[src/rtl/sdram_burst_scheduler.sv]
// rtl/sdram_burst_scheduler.sv - N-channel SDRAM burst scheduler
//
// Purpose: watches per-channel FIFO fill levels and selects one eligible
// channel. It issues one burst request (direction, address, length) to the
// SDRAM command core, waits for the acknowledge and the completion, and then
// advances that channel's wrapping address window. Single clock (CTRL_CLK).
//
// Optional feature macro: SCHED_RR_EN
//   defined   : round-robin arbitration; the search starts after the last
//               granted channel
//   undefined : fixed priority; the lowest eligible index wins
//
// Ports:
//   CTRL_CLK     in   controller clock
//   RESET_N      in   synchronous active-low reset
//   CH_MIN_ADDR  in   per-channel window start, channel i at [i*ASIZE +: ASIZE]
//   CH_MAX_ADDR  in   per-channel window end
//   CH_LENGTH    in   per-channel burst length; 0 disables the channel
//   CH_LOAD      in   per-channel address reload strobe
//   CH_LEVEL     in   per-channel FIFO fill level
//   REQ_WR       out  write burst request, held until REQ_ACK
//   REQ_RD       out  read burst request, held until REQ_ACK
//   REQ_ADDR     out  burst start address
//   REQ_LEN      out  burst length
//   REQ_ACK      in   core accepted the request (one-cycle pulse)
//   BURST_DONE   in   core finished the burst (one-cycle pulse)
//   GRANT        out  one-hot active channel
//   BUSY         out  high from grant until the address update completes
//   CH_ADDR      out  per-channel next-burst address
module sdram_burst_scheduler #(
  parameter int             NCH      = 4,
  parameter int             ASIZE    = 23,
  parameter int             LW       = 9,
  parameter int             LVW      = 16,
  parameter logic [NCH-1:0] CH_IS_WR = 4'b0001
) (
  input  logic                 CTRL_CLK,
  input  logic                 RESET_N,
  input  logic [NCH*ASIZE-1:0] CH_MIN_ADDR,
  input  logic [NCH*ASIZE-1:0] CH_MAX_ADDR,
  input  logic [NCH*LW-1:0]    CH_LENGTH,
  input  logic [NCH-1:0]       CH_LOAD,
  input  logic [NCH*LVW-1:0]   CH_LEVEL,
  output logic                 REQ_WR,
  output logic                 REQ_RD,
  output logic [ASIZE-1:0]     REQ_ADDR,
  output logic [LW-1:0]        REQ_LEN,
  input  logic                 REQ_ACK,
  input  logic                 BURST_DONE,
  output logic [NCH-1:0]       GRANT,
  output logic                 BUSY,
  output logic [NCH*ASIZE-1:0] CH_ADDR
);

  localparam int IW = (NCH > 1) ? $clog2(NCH) : 1;
  localparam int CW = (LVW > LW) ? LVW : LW;

  typedef enum logic [1:0] {S_IDLE, S_ISSUE, S_WAIT, S_UPDATE} state_t;

  state_t           state_q, state_d;
  logic [IW-1:0]    gidx_q, gidx_d;
  logic             req_wr_q, req_wr_d;
  logic             req_rd_q, req_rd_d;
  logic [ASIZE-1:0] req_addr_q, req_addr_d;
  logic [LW-1:0]    req_len_q, req_len_d;
  logic [NCH-1:0]   grant_q, grant_d;
  logic             busy_q, busy_d;
  logic             load_seen_q, load_seen_d;
  logic [ASIZE-1:0] ch_addr_q [NCH];
  logic [ASIZE-1:0] ch_addr_d [NCH];

  logic [ASIZE-1:0] min_a [NCH];
  logic [ASIZE-1:0] max_a [NCH];
  logic [LW-1:0]    len_a [NCH];
  logic [LVW-1:0]   lvl_a [NCH];
  logic [NCH-1:0]   elig;

  for (genvar i = 0; i < NCH; i++) begin : g_ch
    assign min_a[i] = CH_MIN_ADDR[i*ASIZE +: ASIZE];
    assign max_a[i] = CH_MAX_ADDR[i*ASIZE +: ASIZE];
    assign len_a[i] = CH_LENGTH[i*LW +: LW];
    assign lvl_a[i] = CH_LEVEL[i*LVW +: LVW];
    assign CH_ADDR[i*ASIZE +: ASIZE] = ch_addr_q[i];
    // A write channel needs a full burst buffered; a read channel needs room for one.
    assign elig[i] = (len_a[i] != '0) &&
                     (CH_IS_WR[i] ? (CW'(lvl_a[i]) >= CW'(len_a[i]))
                                  : (CW'(lvl_a[i]) <  CW'(len_a[i])));
  end

  // Arbitration
  logic          pick_found;
  logic [IW-1:0] pick_idx;

`ifdef SCHED_RR_EN
  logic [IW-1:0] rr_ptr_q, rr_ptr_d;
  logic [IW-1:0] cand;

  // Walk the search order backwards so the last hit is the first channel after the pointer.
  always_comb begin
    pick_found = 1'b0;
    pick_idx   = '0;
    cand       = '0;
    for (int k = NCH; k >= 1; k--) begin
      cand = IW'((int'(rr_ptr_q) + k) % NCH);
      if (elig[cand]) begin
        pick_found = 1'b1;
        pick_idx   = cand;
      end
    end
  end
`else
  always_comb begin
    pick_found = 1'b0;
    pick_idx   = '0;
    for (int i = NCH - 1; i >= 0; i--) begin
      if (elig[i]) begin
        pick_found = 1'b1;
        pick_idx   = IW'(i);
      end
    end
  end
`endif

  // Window advance; the compare runs one bit wider so MAX-LENGTH cannot underflow.
  logic [ASIZE:0]   cur_x, max_x, len_x;
  logic             adv_wrap;
  logic [ASIZE-1:0] adv_addr;

  assign cur_x    = {1'b0, ch_addr_q[gidx_q]};
  assign max_x    = {1'b0, max_a[gidx_q]};
  assign len_x    = (ASIZE+1)'(req_len_q);
  assign adv_wrap = !((max_x > len_x) && (cur_x < (max_x - len_x)));
  assign adv_addr = adv_wrap ? min_a[gidx_q] : (ch_addr_q[gidx_q] + ASIZE'(req_len_q));

  always_comb begin
    state_d     = state_q;
    gidx_d      = gidx_q;
    req_wr_d    = req_wr_q;
    req_rd_d    = req_rd_q;
    req_addr_d  = req_addr_q;
    req_len_d   = req_len_q;
    grant_d     = grant_q;
    busy_d      = busy_q;
    load_seen_d = load_seen_q;
`ifdef SCHED_RR_EN
    rr_ptr_d    = rr_ptr_q;
`endif
    for (int i = 0; i < NCH; i++) ch_addr_d[i] = ch_addr_q[i];

    case (state_q)
      S_IDLE: begin
        if ((CH_LOAD == '0) && pick_found) begin
          state_d           = S_ISSUE;
          gidx_d            = pick_idx;
          grant_d           = '0;
          grant_d[pick_idx] = 1'b1;
          req_addr_d        = ch_addr_q[pick_idx];
          req_len_d         = len_a[pick_idx];
          req_wr_d          = CH_IS_WR[pick_idx];
          req_rd_d          = !CH_IS_WR[pick_idx];
          busy_d            = 1'b1;
          load_seen_d       = 1'b0;
`ifdef SCHED_RR_EN
          rr_ptr_d          = pick_idx;
`endif
        end
      end
      S_ISSUE: begin
        if (CH_LOAD[gidx_q]) load_seen_d = 1'b1;
        if (REQ_ACK) begin
          req_wr_d = 1'b0;
          req_rd_d = 1'b0;
          state_d  = S_WAIT;
        end
      end
      S_WAIT: begin
        if (CH_LOAD[gidx_q]) load_seen_d = 1'b1;
        if (BURST_DONE) state_d = S_UPDATE;
      end
      S_UPDATE: begin
        // A reload during the burst pins the channel at MIN; drop the advance.
        if (!load_seen_q && !CH_LOAD[gidx_q]) ch_addr_d[gidx_q] = adv_addr;
        grant_d = '0;
        busy_d  = 1'b0;
        state_d = S_IDLE;
      end
      default: state_d = S_IDLE;
    endcase

    for (int i = 0; i < NCH; i++) begin
      if (CH_LOAD[i]) ch_addr_d[i] = min_a[i];
    end
  end

  always_ff @(posedge CTRL_CLK) begin
    if (!RESET_N) begin
      state_q     <= S_IDLE;
      gidx_q      <= '0;
      req_wr_q    <= 1'b0;
      req_rd_q    <= 1'b0;
      req_addr_q  <= '0;
      req_len_q   <= '0;
      grant_q     <= '0;
      busy_q      <= 1'b0;
      load_seen_q <= 1'b0;
`ifdef SCHED_RR_EN
      rr_ptr_q    <= IW'(NCH - 1);
`endif
      for (int i = 0; i < NCH; i++) ch_addr_q[i] <= min_a[i];
    end else begin
      state_q     <= state_d;
      gidx_q      <= gidx_d;
      req_wr_q    <= req_wr_d;
      req_rd_q    <= req_rd_d;
      req_addr_q  <= req_addr_d;
      req_len_q   <= req_len_d;
      grant_q     <= grant_d;
      busy_q      <= busy_d;
      load_seen_q <= load_seen_d;
`ifdef SCHED_RR_EN
      rr_ptr_q    <= rr_ptr_d;
`endif
      for (int i = 0; i < NCH; i++) ch_addr_q[i] <= ch_addr_d[i];
    end
  end

  assign REQ_WR   = req_wr_q;
  assign REQ_RD   = req_rd_q;
  assign REQ_ADDR = req_addr_q;
  assign REQ_LEN  = req_len_q;
  assign GRANT    = grant_q;
  assign BUSY     = busy_q;

endmodule
[config.mk]
export PLATFORM = sky130hd
export DESIGN_NAME = sdram_burst_scheduler
export DESIGN_NICKNAME = d
export VERILOG_FILES = /design/src/rtl/sdram_burst_scheduler.sv
export SDC_FILE = /design/constraint.sdc
export NUM_CORES = 1
export LEC_CHECK = 0
export ABC_AREA = 1
export CAP_MARGIN = 10
export CORE_MARGIN = 2
export CORE_UTILIZATION = 42
export CTS_CLUSTER_DIAMETER = 80
export DETAILED_ROUTE_END_ITERATION = 10
export PLACE_DENSITY_LB_ADDON = 0.2
export SYNTH_ARGS = -nofsm -noshare
export SYNTH_HDL_FRONTEND = slang
export SYNTH_SLANG_ARGS = --single-unit
[constraint.sdc]
create_clock -name CTRL_CLK -period 4.5 [get_ports CTRL_CLK]
set_input_delay 0.675 -clock CTRL_CLK [delete_from_list [all_inputs] [get_ports CTRL_CLK]]
set_output_delay 0.675 -clock CTRL_CLK [all_outputs]
set_load 0.005 [all_outputs]
* Word-level counts from Yosys, hierarchy flattened
Memory sizes are Yosys's and may differ from the RTL's. A register that Yosys moved wholly into a read port is not among the register bits.
Index checks and enable logic that the tools add are counted.
** Operators by class
- $add $sub $neg :: 2
- Reduce and logical (&&, ||, !) cells :: 28
- Magnitude comparators :: 12
- Equality and inequality tests :: 7
- Bitwise gates (word level) :: 6
- Mux-type cells :: 57
** Operators by type and width (number)
- 23-bit 2-to-1 mux :: 14
- 92-bit 2-to-1 mux :: 2
- 23-bit binary-select mux with 2-bit select :: 2
- 92-bit bitwise mux :: 1
- 16-bit by 9-bit < comparator with 1-bit output :: 3
- 23-bit demux with 2-bit select :: 1
- 9-bit nonzero test :: 4
- 23-bit by 24-bit < comparator with 1-bit output :: 1
- 23-bit by 9-bit subtractor with 24-bit output :: 1
- 23-bit by 9-bit adder with 23-bit output :: 1
- 23-bit by 9-bit > comparator with 1-bit output :: 1
- 9-bit binary-select mux with 2-bit select :: 1
- 2-bit 2-to-1 mux :: 9
- 9-bit 2-to-1 mux :: 2
- 16-bit by 9-bit >= comparator with 1-bit output :: 1
- 1-bit 2-to-1 mux :: 15
- 1-bit logical AND :: 9
- 3-bit AND reduction :: 3
- 1-bit one-hot mux with 2 select lines :: 4
- 2-bit one-hot mux with 4 select lines :: 1
- 4-bit one-hot mux with 2 select lines :: 1
- 3-bit >= comparator, second input constant :: 2
- 2-bit by 3-bit < comparator with 1-bit output, second input constant :: 2
- 2-bit inequality test, second input constant :: 3
- other kinds (16) :: 28
** Storage, ports and cells
- Input port bits :: 292
- Memory bits (writable) :: 92
- Memories :: 1
- Logic and storage cells :: 121
- Flip-flop bits (word level) :: 21
** Memories
- ch_addr_q :: words 4, width 23, read ports 6, clocked after memory_dff 2, write ports 4, line 69 : logic [ASIZE-1:0] ch_addr_q [NCH];

* Logic depth before layout (Yosys ltp)
- Depth in word-level cells :: 13
- Depth in mapped cells :: 29
- Gate-level depth less buffers :: 26

* Least setup slack after synthesis
OpenSTA, ideal clock, no wires.
- Kind :: register -> register
- Start point :: register gidx_q[0]
- End point :: memory ch_addr_q[0][11], data pin
- Period minus slack after synthesis :: 4500 ps
- Arrival time :: 4247 ps
- Cell stages (with the launch flop) :: 27
- Buffers on the path :: 3
- Data required time :: 4246 ps
- Path slack :: 0 ps
- Path through :: dfxtp_1 -> inv_2 -> nor2_2 -> buf_2 -> buf_1 -> a22o_1 -> a221oi_1 -> ha_1 -> fa_1 -> o21ai_0 -> nand2_1 -> nand2_1 -> nand2_1 -> nand4_1 -> nor3_1 -> xor2_1 -> ha_1 -> inv_1 -> nor4_1 -> inv_1 -> nor2_1 -> nand3_2 -> nand3_2 -> buf_6 -> nand2_2 -> nand3_1 -> nand2_1
** RTL lines
- from (decl) :: line 61 : logic [IW-1:0] gidx_q, gidx_d;
- from (signal assigned) :: line 212 : gidx_q <= gidx_d;
- to (decl) :: line 69

==> out/summary.txt <==
WL final: 55670 um
Die Y: 172.6 um
Register bit total from synthesis: 138
Max incr delay on CP: 0.40 ns
Logic pwr share: 0.467
Cells after synthesis: 1844
Power per Cell Area: 305.4 nW/um^2
CP endpoint kind: flip-flop
Core area: 27860 um^2
Reg power frac: 0.292
Final Max Tran Viols: 0
CP Data Arrival Time: 4.57 ns
Initial core utilization: 0.4287
Number of max-cap violations: 0
Clock buffer count from CTS: 17
Internal power: 3.337 mW
Antenna Cells: 0
Grt met2 use: 0.5986
Global-route wire length before repair: 81140 um
Count of input and output buffers: 422
Gr ovfl total: 0
Row count: 61
DP Area: 16990 um^2
Most frequent cells in the layout: 652 x nand2_1, 422 x clkdlybuf4s50_1, 162 x nor2_1
Mapped Avg Cell Area: 6.477 um^2
Post-Syn Area: 11940 um^2
Cell family with most CP delay: simple AND/OR/NAND/NOR gates
Hold Buf Count CTS: 0
Detailed Route Iter0 Violations: 1709
Via density: 5.556
DP HPWL: 41730 um
Grt met1 use: 0.4487
Wire per inst: 20.77 um
Clk network pwr share: 0.241
Clk root buf: clkbuf_16
CTS Buffer Depth: 2
GPL Wtd Cong: 0.9864
WP buf/inv: 6
Total number of vias: 14890
P_sw: 2.242 mW
Antenna-violating nets left: 0
Synth-to-layout area growth: 52.95%
Final hold vios: 0
Busiest grt layer: met2
LEAKAGE: 8.247 nW
Setup violations, final: 0
Most used cell, CP: nand2_1
Num ports: 423
Finished Layout Cells: 2680
Ys async rst share: 0
Ys Warns: 0
Post-synth EDFFs: 92
Total Routing Usage GR: 0.3523
Net Sw Frac: 0.4019
Die width: 172.6 um
Slew Limit Headroom: 0.2479
Req. time, crit path: 4.68 ns
VDD IR max: 0.2557 mV
Dpl cells: 2642
Fin util: 0.6557
Hold Path Class: reg -> reg
DRC: 0
Clock latency on the worst-skew pair: 0.44 ns
Fmax: 0.2282 GHz
Clock skew: 0.01550 ns
Initial antenna violation count: 0
First drt pass iteration count: 8
Seq/Total Area, Yosys: 0.3084
Setup crit start kind: primary input
Leading cell type in the layout, fill and taps excluded: nand2_1
Largest net degree at the start of global routing: 43
Crit path kind: in -> reg
Prevailing post-synth register cell: edfxtp_1
Worst Tran Pin Value: 1.127 ns
Clock slew at reported path FFs: 0.07 ns
Vias in the first global route: 13950
Design area: 18270 um^2
Layout cells sized above 1: 0.1116
CP max FO: 6
Slowest library cell on the worst path: clkdlybuf4s50_1
CTS tree: yes
Minimum clock period after layout: 4.383 ns
Nets: 2660
Syn_nets: 2215
Die area: 29800 um^2
Routing usage on met3: 0.07300
RSZ-0062 raised after global routing: yes
Final worst path period share: 0.9739
CTS Sinks: 138
Post-synth cell types: 46
Htree depth: 4
Outcome: complete, no violations
area by class of cell:
type                            count  area (um^2)
Tap cell                          378        473.0
Fill cell                        2526         9592
Timing Repair Buffer              505         4955
Sequential cell                   138         3689
Clock buffer                       18        429.2
Inverter                          166        625.6
Clock inverter                     14        113.9
Multi-Input combinational cell   1461         7981
synth_stat cells (2+ instances only):
master | n | area, um^2
nand2_1 | 657 | 2466
nor2_1 | 169 | 634.4
nand3_1 | 166 | 830.8
inv_1 | 161 | 604.3
o21ai_0 | 124 | 620.6
edfxtp_1 | 92 | 2763
a21oi_1 | 79 | 395.4
ha_1 | 77 | 963.4
clkbuf_1 | 63 | 236.5
dfxtp_1 | 46 | 920.9
o22ai_1 | 25 | 156.4
xor2_1 | 23 | 201.4
nand2_2 | 21 | 131.4
nor3_1 | 16 | 80.08
xnor2_1 | 12 | 105.1
a22oi_1 | 11 | 82.58
nand4_1 | 11 | 68.82
buf_2 | 9 | 45.04
nor2_2 | 8 | 50.05
nor4_1 | 7 | 43.79
o221ai_1 | 6 | 52.55
o22a_1 | 6 | 52.55
o211ai_1 | 5 | 37.54
o31ai_1 | 5 | 37.54
buf_6 | 4 | 45.04
inv_2 | 4 | 15.01
o21bai_1 | 4 | 30.03
a221oi_1 | 3 | 26.28
a22o_1 | 3 | 26.28
a31oi_1 | 3 | 18.77
nand3_2 | 3 | 30.03
a21o_1 | 2 | 15.01
and3_1 | 2 | 12.51
buf_1 | 2 | 7.510
fa_1 | 2 | 40.04
nand3b_1 | 2 | 15.01
o21a_1 | 2 | 15.01
path summary, 6_finish.rpt:
| check | start | endpoint | slack [ns] | cells past startpoint |
|---|---|---|---|---|
| worst max-delay path | CH_MAX_ADDR[70] | ch_addr_q[0][19]$_DFFE_PP_ | 0.12 | 28 |
| worst min-delay path | load_seen_q$_SDFFE_PN0P_ | load_seen_q$_SDFFE_PN0P_ | 0.49 | 2 |
| worst max register to register | gidx_q[1]$_SDFFE_PN0P_ | ch_addr_q[0][19]$_DFFE_PP_ | 0.17 | 29 |
| worst min register to register | load_seen_q$_SDFFE_PN0P_ | load_seen_q$_SDFFE_PN0P_ | 0.49 | 2 |
sequential cells by signal, indices dropped and copies added (netlist names), named ones only:
signal	flops
state_q	2
BUSY	1
GRANT	4
REQ_ADDR	23
REQ_WR	1
load_seen_q	1
REQ_LEN	9
ch_addr_q	92
REQ_RD	1
gidx_q	2
routing by layer:
layer	part of all wire	wire length [um]	vias up
met2	0.48	26510	969
met5	0	0	-
met4	0.033	1822	0
met3	0.11	6212	148
li1	-	-	6985
met1	0.38	21130	6789
power by group through the flow:
stage	Sequential [mW]	Combinational (mW)	Clock (mW)
2_1_floorplan	1.62	1.19	0
4_1_cts	1.62	2.26	1.34
6_report	1.63	2.60	1.35
3_5_place_dp	1.65	2.25	0
5_1_grt	1.64	2.80	1.39
3_3_place_gp	1.65	2.22	0
worst reg2reg max path: cells and delay by family, from the launching register on:
family,cells,cell delay (ns)
simple gates,15,1.29
compound gates,5,0.93
buf+inv,6,0.73
fa+ha+maj,2,0.62
flops,1,0.37
xor+xnor,1,0.15
kinds of logic after synthesis:
logic type,count (synthesis),share of synthesized area
compound gates,281,0.1330
xor+xnor,35,0.02567
fa+ha+maj,79,0.08402
buf+inv,245,0.08077
flops,138,0.3084
simple gates,1066,0.3682
what timing repair did:
item,CTS,global route
gates cloned,0,3
resized for setup,2,125
endpoints found under the setup margin,6,92
buffers inserted,0,3
pin swaps,0,29
per-stage QoR:
| step | hold WS (ns) | setup slack, ns | total power [mW] | setup TNS, ns |
|---|---|---|---|---|
| floorplan | 0.4496 | 0.03317 | 2.802 | 0 |
| global placement | 0.4610 | -0.3600 | 3.868 | -31.31 |
| detailed placement | 0.4712 | -0.4533 | 3.896 | -36.30 |
| CTS | 0.4868 | 0.003284 | 5.223 | 0 |
| global route | 0.5080 | -0.09365 | 5.834 | -4.670 |
| finish | 0.4894 | 0.1173 | 5.579 | 0 |
Note: power is estimated with default switching activity, not from simulation.
==> RTL change 1, RTL diff (same settings) <==
Set the parameter `CH_IS_WR` to 4'b0000 (it was 4'b0001).
--- a/src/rtl/sdram_burst_scheduler.sv
+++ b/src/rtl/sdram_burst_scheduler.sv
@@ -32,7 +32,7 @@
   parameter int             ASIZE    = 23,
   parameter int             LW       = 9,
   parameter int             LVW      = 16,
-  parameter logic [NCH-1:0] CH_IS_WR = 4'b0001
+  parameter logic [NCH-1:0] CH_IS_WR = 4'b0000
 ) (
   input  logic                 CTRL_CLK,
   input  logic                 RESET_N,
Function: changed (a bounded check fails within 4 cycles, from zero or initial values and one cycle with RESET_N low).
==> RTL change 1 against the original RTL <==
- setup slack got worse by 12 ps
- power fell by 20%
- largest cell class unchanged
- maximum frequency fell by 0.27%
- final area rose by 1.0%
- area after synthesis rose by 0.92%
- sequential cell count fell by 1
- routed wire length rose by 5.6%
==> RTL change 1: results (changes against the original RTL) <==
| Metric | Value |
|---|---|
| Status | finished clean |
| Pre-CTS WS | -529.5 ps (-76.26 ps) |
| Worst Setup EP | ch_addr_q[2][5]$_DFFE_PP_ |
| Sequential fraction of the synthesis area | 30.40% (-0.45 points) |
| DRT Wirelength | 58770 um (+5.6%) |
| Crit path max-delay family | compound AO/OA/AOI/OAI gates |
| DP Wirelength | 45320 um (+8.6%) |
| Vias | 15300 (+2.7%) |
| Layout cell share with drive strength beyond 1 | 11.21% (+0.049 points) |
| Synth area leaders | edfxtp_1 (23%), nand2_1 (20%), nand3_1 (8.3%), ha_1 (7.9%), dfxtp_1 (7.5%) |
| Origin of the worst setup path | CH_MAX_ADDR[1] |
| Compound-Gate Fraction of Synth Area | 11.20% (-2.1 points) |
| VDD IR-drop max | 0.2682 mV (+4.9%) |
| Reg2Reg Setup Slack | 150 ps (-20 ps) |
| Hold WS | 467.9 ps (-21.52 ps) |
| # resized after CTS | 10 (+8) |
| DP Area | 17190 um2 (+1.2%) |
| Area share of xor/xnor cells in the synthesized design | 2.471% (-0.096 points) |
| Starting DRT DRC Count | 1847 (+8.1%) |
| Slew headroom | 38.89% (+14 points) |
| Hold endpoint | GRANT[1]$_SDFFE_PN0P_ |
| Gp weighted congestion | 1.060 (+7.5%) |
| Synth Area in Adders | 8.222% (-0.18 points) |
| Filler cells | 2536 (+0.40%) |
| Buffers added on ports | 421 (-0.24%) |
| Crit path max fanout | 8 (+2) |
| Global-route wire length before repair | 86010 um (+6.0%) |
| R2R depth | 27 (-6.9%) |
## RTL change 1: cell types whose count changed in the layout (fill, tap and decap cells not counted), moves of 16 or more
| cell | change |
|---|---|
| a221oi_1 | +22 |
| o21ai_0 | -58 |
| a21oi_1 | -34 |
| nand3_2 | -16 |
| inv_1 | -16 |
| nand4_1 | +38 |
| o22ai_1 | -16 |
| a22o_1 | +22 |
| nand3_1 | +49 |
## RTL change 1: cell families (layout without fill, tap and decap cells)
| family | count (synthesis) | count (layout) |
|---|---|---|
| fa+ha+maj | 78 | 78 |
| buf+inv | 238 | 704 |
| other cells | 1 | 1 |
| simple gates | 1125 | 1125 |
| compound gates | 213 | 213 |
| flops | 137 | 137 |
| xor+xnor | 34 | 34 |
## RTL change 1: worst min-delay path, cell delays in order, from the launching register on
cell	delay, ps
dfxtp_1	310
nand2_1	60
a21oi_1	50
## RTL change 1: area by class of cell
type                    instances  area (um2)  share of cell area (%)
inverters                     151       574.3                   3.112
multi-input cells            1451        8024                   43.47
repair buffers                521        5115                   27.71
clock inverters                11       91.34                  0.4949
flip-flops and latches        137        3667                   19.87
clock buffers                  21       504.2                   2.732
well taps                     384       480.5                   2.603
## RTL change 1: report_power, final
group / switching, W / total [W] / leakage [nW] / internal, W
clock: 0.000624 / 0.00144 / 0.298 / 0.000820
combinational: 0.000760 / 0.00146 / 6.65 / 0.000703
sequential: 0.000118 / 0.00156 / 1.33 / 0.00145
total: 0.00150 / 0.00447 / 8.28 / 0.00297
## RTL change 1: per-layer routing
metal  track usage (%)  part of all wire [%]  vias to the layer above
met4             16.60                   4.7                        0
met2             61.70                    46                     1057
li1                  -                     -                     7017
met3             7.939                    11                      205
met1             47.22                    38                     7021
met5                 0                     0                        -
==> RTL change 2, RTL diff (same settings) <==
Made on the original files. Re-encode `state_t` (4 states) as Gray code, 2 bits wide.
--- a/src/rtl/sdram_burst_scheduler.sv
+++ b/src/rtl/sdram_burst_scheduler.sv
@@ -55,7 +55,7 @@
   localparam int IW = (NCH > 1) ? $clog2(NCH) : 1;
   localparam int CW = (LVW > LW) ? LVW : LW;
 
-  typedef enum logic [1:0] {S_IDLE, S_ISSUE, S_WAIT, S_UPDATE} state_t;
+  typedef enum logic [1:0] {S_IDLE = 2'b00, S_ISSUE = 2'b01, S_WAIT = 2'b11, S_UPDATE = 2'b10} state_t;
 
   state_t           state_q, state_d;
   logic [IW-1:0]    gidx_q, gidx_d;
Function: no difference found for any inputs over 4 cycles, from zero or initial values and one cycle with RESET_N low; so few cycles prove little.
==> RTL change 2 against the original RTL <==
- final area up 3.3%
- sequential cell count unchanged
- power down 8.9%
- area after synthesis up 5.4%
- routed wire length up 6.9%
- worst hold slack worse by 19 ps
- setup slack worse by 36 ps
- cell count up 3.7%
- via count up 5.3%
- clock skew up 3.8 ps
- first-iteration DRC count up 6.8%
- die area up 5.3%
- largest power group unchanged
==> RTL change 2: results (changes against the original RTL) <==
| Metric | Value |
|---|---|
| Post-layout min period | 4419 ps (+35.87 ps) |
| Post-Place Cells | 2741 (+3.7%) |
| Synth area leaders | edfxtp_1 (22%), nand2_1 (20%), nand3_1 (10%), dfxtp_1 (7.3%), ha_1 (7.3%) |
| Synth Warn # | 0 (unchanged) |
| Worst Path Arrival | 4590 ps (+20 ps) |
| DP Area | 17680 um2 (+4.1%) |
| Diode count | 0 (unchanged) |
| Global-route wire length before repair | 86280 um (+6.3%) |
| WL/cell | 21.43 um (+3.2%) |
| Hold Crit Start | BUSY$_SDFFE_PN0P_ |
| Critical path type | register to register |
| Commonest cells in the netlist | nand2_1 (669), nand3_1 (252), nor2_1 (204) |
| Vias | 15680 (+5.3%) |
| Layout cell share with drive strength beyond 1 | 12.06% (+0.90 points) |
| Gp weighted congestion | 1.010 (+2.4%) |
| Max reg flops | 92 (unchanged) |
| Syn_nets | 2296 (+3.7%) |
| Final Skew | 19.29 ps (+3.793 ps) |
| Largest net degree at the start of global routing | 47 (+9.3%) |
| Origin of the critical flop-to-flop path | gidx_q[0]$_SDFFE_PN0P_ |
| # resized after CTS | 21 (+19) |
| Pint | 0.003208 W (-3.9%) |
| Library cells used by synthesis | 52 (+13%) |
| DP Wirelength | 45370 um (+8.7%) |
| Buffers added on ports | 422 (unchanged) |
| H-Tree Depth | 4 (unchanged) |
| Leak Pwr | 8.540 nW (+3.6%) |
| First-pass DRT Iterations | 9 (+1) |
| Status | finished clean |
| Sequential fraction of the synthesis area | 29.25% (-1.6 points) |
| Crit path max fanout | 8 (+2) |
| VDD IR-drop max | 0.2423 mV (-5.2%) |
| Slew headroom | 26.41% (+1.6 points) |
| Worst stage delay on the critical path | 360 ps (-40 ps) |
| Post CTS Setup Buffer Count | 0 (unchanged) |
| Post-synthesis area per instance | 6.528 um2 (+0.80%) |
| Clock buffer depth | 2 (unchanged) |
| Reg2Reg Setup Slack | 80 ps (-90 ps) |
| Vias in the first global route | 14650 (+5.0%) |
| Pre-CTS WS | -548.6 ps (-95.31 ps) |
| Initial antenna violation count | 1 (+1) |
| Hold WS | 470.5 ps (-18.95 ps) |
| Tot GR Track Use | 36.49% (+1.3 points) |
| Hold endpoint | BUSY$_SDFFE_PN0P_ |
| Slowest CP cell | dfxtp_2 |
| Starting DRT DRC Count | 1826 (+6.8%) |
| Worst Setup EP | ch_addr_q[3][11]$_DFFE_PP_ |
| Via/cell ratio | 5.645 (+1.6%) |
| Filler cells | 2671 (+5.7%) |
==> RTL change 2: area by class of cell <==
| cell class | instances | area, um2 | share of cell area [%] |
|---|---|---|---|
| Clock inverter | 13 | 127.6 | 0.6763 |
| Tap cell | 390 | 488.0 | 2.586 |
| Clock buffer | 19 | 455.4 | 2.413 |
| Timing Repair Buffer | 519 | 5062 | 26.82 |
| Inverter | 163 | 611.8 | 3.242 |
| Sequential cell | 138 | 3689 | 19.55 |
| Multi-Input combinational cell | 1536 | 8438 | 44.71 |
==> RTL change 2: power by group through the flow <==
stage	sequential (W)	clock (W)	combinational, W
after floorplan	0.00157	0	0.000950
after global placement	0.00163	0	0.00181
after detailed placement	0.00162	0	0.00184
after CTS	0.00160	0.00142	0.00189
after global routing	0.00161	0.00148	0.00221
final	0.00161	0.00142	0.00205
==> RTL change 2: per-layer routing <==
layer	up-vias	wire, um	GRT usage (%)
met5	-	13	0
met4	2	2592	14.50
met3	206	7747	10.09
met2	1098	27460	60.65
met1	7098	21720	44.58
li1	7277	-	-
==> RTL change 2: worst max-delay path, delay by kind of cell (launching register included) <==
kind | cells | cell delay (ps)
XOR/XNOR | 1 | 210
flip-flops | 1 | 360
adder cells (fa/ha/maj) | 2 | 550
AO/OA/AOI/OAI | 4 | 600
AND/OR/NAND/NOR | 15 | 1590
buffers and inverters | 7 | 840
==> RTL change 2: cell families (layout without fill, tap and decap cells) <==
| logic type | after synthesis | in the layout | synth area share [%] |
|---|---|---|---|
| compound gates | 164 | 164 | 7.740 |
| xor+xnor | 35 | 35 | 2.434 |
| fa+ha+maj | 75 | 75 | 7.571 |
| simple gates | 1261 | 1261 | 44.51 |
| mux | 1 | 1 | 0.07949 |
| buf+inv | 255 | 714 | 8.415 |
| flops | 138 | 138 | 29.25 |
